### src/rtl/flags_stack.sv
// flags_stack: status-flag register (C, Z, ...) with masked updates and a
// LIFO save stack for CALL/interrupt entry and RET.
// Optional build macro FLAGS_STACK_ERR_EN enables the sticky err flag for
// push-when-full / pop-when-empty; without it err is tied low.
module flags_stack #(
  parameter int WIDTH = 2,
  parameter int DEPTH = 4,
  localparam int CW = $clog2(DEPTH + 1),
  localparam int AW = (DEPTH > 1) ? $clog2(DEPTH) : 1
) (
  input  logic             clk,
  input  logic             reset,
  input  logic             enable,
  input  logic [WIDTH-1:0] flags_in,
  input  logic [WIDTH-1:0] mask,
  input  logic             push,
  input  logic             pop,
  input  logic             clear_err,
  output logic [WIDTH-1:0] flags_out,
  output logic [CW-1:0]    count,
  output logic             full,
  output logic             empty,
  output logic             err
);

  // Entries are never reset; only [0, count) hold meaningful data.
  logic [WIDTH-1:0] stack [DEPTH];

  logic          do_push, do_pop, bad_op;
  logic [CW-1:0] top;

  assign full    = (count == CW'(DEPTH));
  assign empty   = (count == '0);
  // push+pop together cancel out; illegal operations are dropped.
  assign do_push = push & ~pop & ~full;
  assign do_pop  = pop & ~push & ~empty;
  assign bad_op  = (push & ~pop & full) | (pop & ~push & empty);
  assign top     = count - CW'(1);

  // Current flags and stack occupancy; a legal pop overrides any update.
  always_ff @(posedge clk or posedge reset) begin
    if (reset) begin
      flags_out <= '0;
      count     <= '0;
    end else begin
      if (do_pop)
        flags_out <= stack[top[AW-1:0]];
      else if (enable)
        flags_out <= (flags_out & ~mask) | (flags_in & mask);
      if (do_push)
        count <= count + CW'(1);
      else if (do_pop)
        count <= count - CW'(1);
    end
  end

  // Save the pre-edge flags into the next free slot; suppressed while in reset.
  always_ff @(posedge clk) begin
    if (!reset && do_push)
      stack[count[AW-1:0]] <= flags_out;
  end

`ifdef FLAGS_STACK_ERR_EN
  // Sticky error: a new error in the same cycle as clear_err wins.
  always_ff @(posedge clk or posedge reset) begin
    if (reset)
      err <= 1'b0;
    else if (bad_op)
      err <= 1'b1;
    else if (clear_err)
      err <= 1'b0;
  end
`else
  logic unused_err_inputs;
  assign unused_err_inputs = clear_err | bad_op;
  assign err = 1'b0;
`endif

endmodule

### config.mk
export PLATFORM = sky130hd
export DESIGN_NAME = flags_stack
export DESIGN_NICKNAME = d
export VERILOG_FILES = /design/src/rtl/flags_stack.sv
export SDC_FILE = /design/constraint.sdc
export NUM_CORES = 1
export LEC_CHECK = 0
export ABC_AREA = 1
export CAP_MARGIN = 10
export CORE_ASPECT_RATIO = 0.9
export CORE_MARGIN = 2
export CORE_UTILIZATION = 43
export CTS_CLUSTER_SIZE = 40
export DETAILED_ROUTE_END_ITERATION = 10
export PLACE_DENSITY = 0.72
export SYNTH_ARGS = -nofsm -noshare
export SYNTH_HDL_FRONTEND = slang
export SYNTH_SLANG_ARGS = --single-unit
### constraint.sdc
create_clock -name clk -period 1.5 [get_ports clk]
set_input_delay 0.3 -clock clk [delete_from_list [all_inputs] [get_ports clk]]
set_output_delay 0.3 -clock clk [all_outputs]
set_load 0.01 [all_outputs]
==> flow_metrics.tcl <==
set metrics [dict create \
    numClockSinks 13 \
    total_power_mw 2.047 \
    routed_wl_um 1698 \
    leakage_nw 0.5706 \
    dr_wl_met3_um 67 \
    syn-num-nets 106 \
    cts_tree "yes" \
    row_count 14 \
    rsz0062_at_grt "yes" \
    crit_path_max_incr_delay_ns 0.41 \
    cp_slowest_cell "dfrtp_2" \
    final_nets 145 \
    postRouteAntennaNets 0 \
    ctsHtreeMaxLevel 1 \
    layout_setup_ws_ns -0.04891 \
    synth_area_um2 767.0 \
    first_global_vias 725 \
    synth_top_area_cell "edfxtp_1" \
    pwr-share-clk_pct 10.5 \
    final.min_clock_period_ns 1.549 \
    final-seq-area_um2 366.6 \
    synth_xor_area_share_pct 0 \
    r2r_cells 9 \
    finalSetupViolCount 10 \
    wl_per_cell_um 11.17 \
    pin_count 18 \
    die_y_um 44.07 \
    final_layout_size_suffix_gt1_share_pct 31.25 \
    fillers 146 \
    synth-adder-area-share_pct 9.788 \
    vias 692 \
    pre_cts_ws_ns -0.2226 \
    ys_seq_area_share_pct 47.63 \
    syn_inst 90 \
    grt_antenna_before_repair 0 \
    synth_simple_gate_area_share_pct 29.53 \
    synth_area_leaders "edfxtp_1 31%, dfrtp_1 16%, nand2_1 12%" \
    hold_class "input port to async pin" \
    synth_top_area_share_pct 31.32 \
    drv_slew 0 \
    drt_iter0_markers 11 \
    die_area_um2 2138 \
    drv_cap 0 \
    power_density_nw_per_um2 1744 \
    multi_input_area_um2 372.9 \
    diodes 0 \
    startpoint_type "register" \
    synth_edf_count 8 \
    dr.pass1.iters 4 \
    critPathKind "register to primary output" \
    portBuffers 15 \
    hold_ws_ns 0.3516 \
    switching_share_pct 39.02 \
    routed.top_layer "met4" \
    pwr-share-comb_pct 63.1 \
    final_hold_viol_count 0 \
    fin_crit_sh_pct 103.3 \
    clockBufferDepth 2 \
    power_switching_mw 0.7990 \
    fin_skew_ns 0.004929 \
    synth_top_family_by_area "simple AND/OR/NAND/NOR gates" \
    die_w_um 48.52 \
    status "finished with violations" \
    yosys.cell_types.count 17 \
    synth_ff_type "edfxtp_1" \
    wl_met1_um 724 \
    grt_first_pass_wirelength_um 2898 \
    max_freq_mhz 645.6 \
    syn_to_final_growth_pct 53.02 \
    start_util_pct 45.61 \
    seq_power_share_pct 26.4 \
    violations "negative setup slack" \
    grt_usage_pct 18.56 \
    final_cells 152 \
    synthArstFlopShare_pct 38.46 \
    root_buffer "clkbuf_4" \
    intPower_mw 1.248 \
    crit_path_frequent_cell "ha_2" \
    core_um2 1682 \
    yosysWarningCount 0 \
    overflow 0 \
    synth_mux_area_share_pct 0 \
    syn-mean-instance-area_um2 8.522 \
    finalSetupTns_ns -0.3522 \
    end_kind "primary output" \
    ys_ff_latch 13 \
    dp.final_hpwl_um 1284 \
    met2_wirelength_um 900 \
    ir_worst_vdd_v 0.001129 \
    crit_chain "inv_2 -> ha_2 -> ha_2 -> buf_2" \
    synth_most_common_cell "nand2_1" \
    cts_buffers 3 \
    clk_latency_ns 0.28 \
    gp_congestion 0.8146 \
    required_ns 1.20 \
    viasPerCell 4.553 \
    route.detailed.drc 0 \
    ys_top_cells_by_count "24 x nand2_1, 16 x inv_1, 12 x nand3_1" \
    arrival_ns 1.25 \
    clk_pin_slew_worst_paths_ns 0.08 \
    placed_cells 142 \
    cp_max_fo 3 \
    grt_max_degree 9 \
    synth-compound-area-share_pct 2.284 \
]
[power by group through the flow]
stage / Sequential (mW) / Clock (mW) / Combinational (mW)
after floorplan: 0.627 / 0 / 0.476
after global placement: 0.543 / 0 / 1.08
after detailed placement: 0.544 / 0 / 1.10
after CTS: 0.540 / 0.222 / 1.27
after global routing: 0.551 / 0.240 / 1.42
final: 0.541 / 0.215 / 1.29
[what timing repair did]
action,in CTS,in global routing
pin swaps,5,7
gates resized for setup,25,2
hold buffers,0,0
setup endpoints to repair,13,15
setup buffers,6,0
[routing by layer]
layer	global-route usage [%]	vias up
met5	0	-
met4	5.143	0
met3	4.054	2
met2	36.67	18
met1	20.52	318
li1	-	354
[path summary, 6_finish.rpt]
check,start,endpoint,slack [ns]
worst max register to register,count[1],stack[2][0],-0.05
max in group asynchronous,reset,count[0],1.03
worst max-delay path,count[0],empty,-0.05
worst min-delay path,reset,count[1],0.35
worst min register to register,register,stack[2][1],0.58
min in group clk,register,stack[2][1],0.58
[logic make-up after synthesis]
family,count (synthesis)
other cells,1
compound gates,3
simple gates,47
buf+inv,20
fa+ha+maj,6
flops,13
[final cells by class]
type / count / area share, %
well taps: 24 / 2.559
flip-flops and latches: 13 / 31.24
repair buffers: 35 / 25.91
multi-input cells: 57 / 31.77
inverters: 19 / 6.290
clock buffers: 4 / 2.239
[worst max-delay path, delay by kind of cell (launching register included)]
family / cells / cell delay [ns]
fa+ha+maj: 2 / 0.36
buf+inv: 2 / 0.20
flops: 1 / 0.41
[placed cells by master, fill, tap and decap left out]
master / n
nand2_1: 23
buf_4: 17
inv_1: 15
nand3_1: 12
clkdlybuf4s50_1: 10
edfxtp_1: 8
nor2_4: 6
dfrtp_1: 4
buf_6: 4
ha_1: 3
clkbuf_4: 3
dlygate4sd2_1: 3
nand3b_1: 2
inv_2: 2
nand2_4: 2
o21ai_1: 2
nor2_1: 2
ha_2: 2
clkinv_1: 1
inv_4: 1
o211ai_1: 1
ha_4: 1
conb_1: 1
clkbuf_1: 1
dfrtp_2: 1
buf_2: 1
[through the flow]
step	area, µm²	utilization [%]
2_1_floorplan	770.7	-
3_3_place_gp	1049	62.35
3_5_place_dp	1049	62.35
4_1_cts	1166	69.35
5_1_grt	1174	69.79
6_report	1174	69.79
Note: power is estimated with default switching activity, not from simulation.
==> RTL edit (config.mk and constraints unchanged) <==
The option `FLAGS_STACK_ERR_EN` is turned on by a define.
--- a/src/rtl/flags_stack.sv
+++ b/src/rtl/flags_stack.sv
@@ -2,6 +2,8 @@
 // LIFO save stack for CALL/interrupt entry and RET.
 // Optional build macro FLAGS_STACK_ERR_EN enables the sticky err flag for
 // push-when-full / pop-when-empty; without it err is tied low.
+`define FLAGS_STACK_ERR_EN
+
 module flags_stack #(
   parameter int WIDTH = 2,
   parameter int DEPTH = 4,
Check against the original RTL: not equivalent (a bounded check fails within 4 cycles, from zero or initial values and one cycle with reset high).
==> RTL edit against the original RTL <==
- the run still ends with negative setup slack left
- routed wire length rose by 31%
- maximum frequency rose by 1.7%
- register-to-register slack improved by 80 ps
- setup slack improved by 26 ps
- sequential power rose by 9.1%
- die area rose by 6.6%
- sequential share of layout area fell by 0.49 points
- area after synthesis rose by 7.2%
- cell area rose by 8.5%
- total power rose by 9.9%
- count of clock-buffer cells in the layout fell by 1
- combinational power rose by 10%
- sequential cell count rose by 1
- hold slack improved by 77 ps
==> RTL edit: results (changes against the original RTL) <==
| Metric | Value |
|---|---|
| Outcome | `finished with violations` |
| Failing checks | `negative setup slack` |
| Signal buffers | `34 (-2.9%)` |
| Via/cell ratio | `4.887 (+7.3%)` |
| Inverters | `27 (+8)` |
| P_int | `1.288 mW (+3.2%)` |
| Syn Nets | `113 (+6.6%)` |
| Final worst slack | `-23.13 ps (+25.78 ps)` |
| Cells after Synth | `97 (+7.8%)` |
| Placed insts | `152 (+7.0%)` |
| Iter 0 DRT Violations | `10 (-1)` |
| Share of flip-flops with an asynchronous set or reset | `42.86% (+4.4 points)` |
| Comb_multi_in | `56 (-1.8%)` |
| Place WS | `-169.3 ps (+53.29 ps)` |
| Synth top cells by count | `inv_1, nand2_1, nand3_1` |
| Clock buffers | `3 (-1)` |
| Top post-synthesis cells by area | `edfxtp_1, dfrtp_1, inv_1` |
| Clock Latency Late Sink | `300 ps (+20 ps)` |
| Buffering overhead | `23.97% (-1.9 points)` |
| Wire per inst | `13.97 microns (+25%)` |
| Sequential area share after synthesis | `47.49% (-0.15 points)` |
| Seq/total area | `30.75% (-0.49 points)` |
| Seq cells | `14 (+1)` |
| Cell area after placement | `0.001141 sq mm (+8.8%)` |
| Multi-input gate share of total cell area | `32.51% (+0.75 points)` |
| Endpoints failing setup | `1 (-9)` |
| Slowest-stage cell, CP | `dfrtp_1` |
| Critical path arrival | `1220 ps (-30 ps)` |
| F_max | `0.6565 GHz (+1.7%)` |
| GRT Total Usage | `21.36% (+2.8 points)` |
RTL edit: cell types whose count changed after synthesis, sizes merged, moves of 2 or more:
cell	unedited run	this run
inv	18	27
nand3b	2	0
nand4	0	2
nor2	8	6
o211ai	1	3
RTL edit: kinds of logic after synthesis:
| family | Yosys count | synth area share, % |
|---|---|---|
| AND/OR/NAND/NOR | 46 | 27.24 |
| buffers and inverters | 27 | 12.33 |
| flip-flops | 14 | 47.49 |
| adder cells (fa/ha/maj) | 6 | 9.132 |
| AO/OA/AOI/OAI | 4 | 3.805 |
RTL edit: per-layer routing:
layer	vias to the layer above	GRT usage, %
met5	-	0
met4	0	7.222
met3	11	2.961
met2	22	40.53
met1	365	25.05
li1	379	-
RTL edit: repair_timing:
item / CTS / global route
buffers inserted: 2 / 1
cloned: 0 / 0
endpoints found under the setup margin: 13 / 14
pin swaps: 2 / 4
resized for setup: 19 / 13
RTL edit: power by group through the flow:
stage	clock network, mW	logic, mW	registers, mW
after global routing	0.247	1.55	0.601
after global placement	0	1.17	0.583
after CTS	0.227	1.25	0.583
final	0.243	1.42	0.590
after floorplan	0	0.538	0.679
after detailed placement	0	1.21	0.592
RTL edit: path summary, 6_finish.rpt:
kind,slack (ps),endpoint,start,cells past startpoint
min in group clk,570,err,err,2
worst max register to register,30,stack[3][1],count[1],8
worst min-delay path,430,count[1],reset,3
worst max-delay path,-20,empty,count[1],4
max in group asynchronous,930,count[0],reset,3
worst min register to register,570,err,err,2
RTL edit: worst reg2reg max path, delay by kind of cell, from the launching register on:
family                     cells  cell delay, ps
DFF                            1             380
and+or+nand+nor                4             380
buffers and inverters          3             270
adders and majority gates      1             160
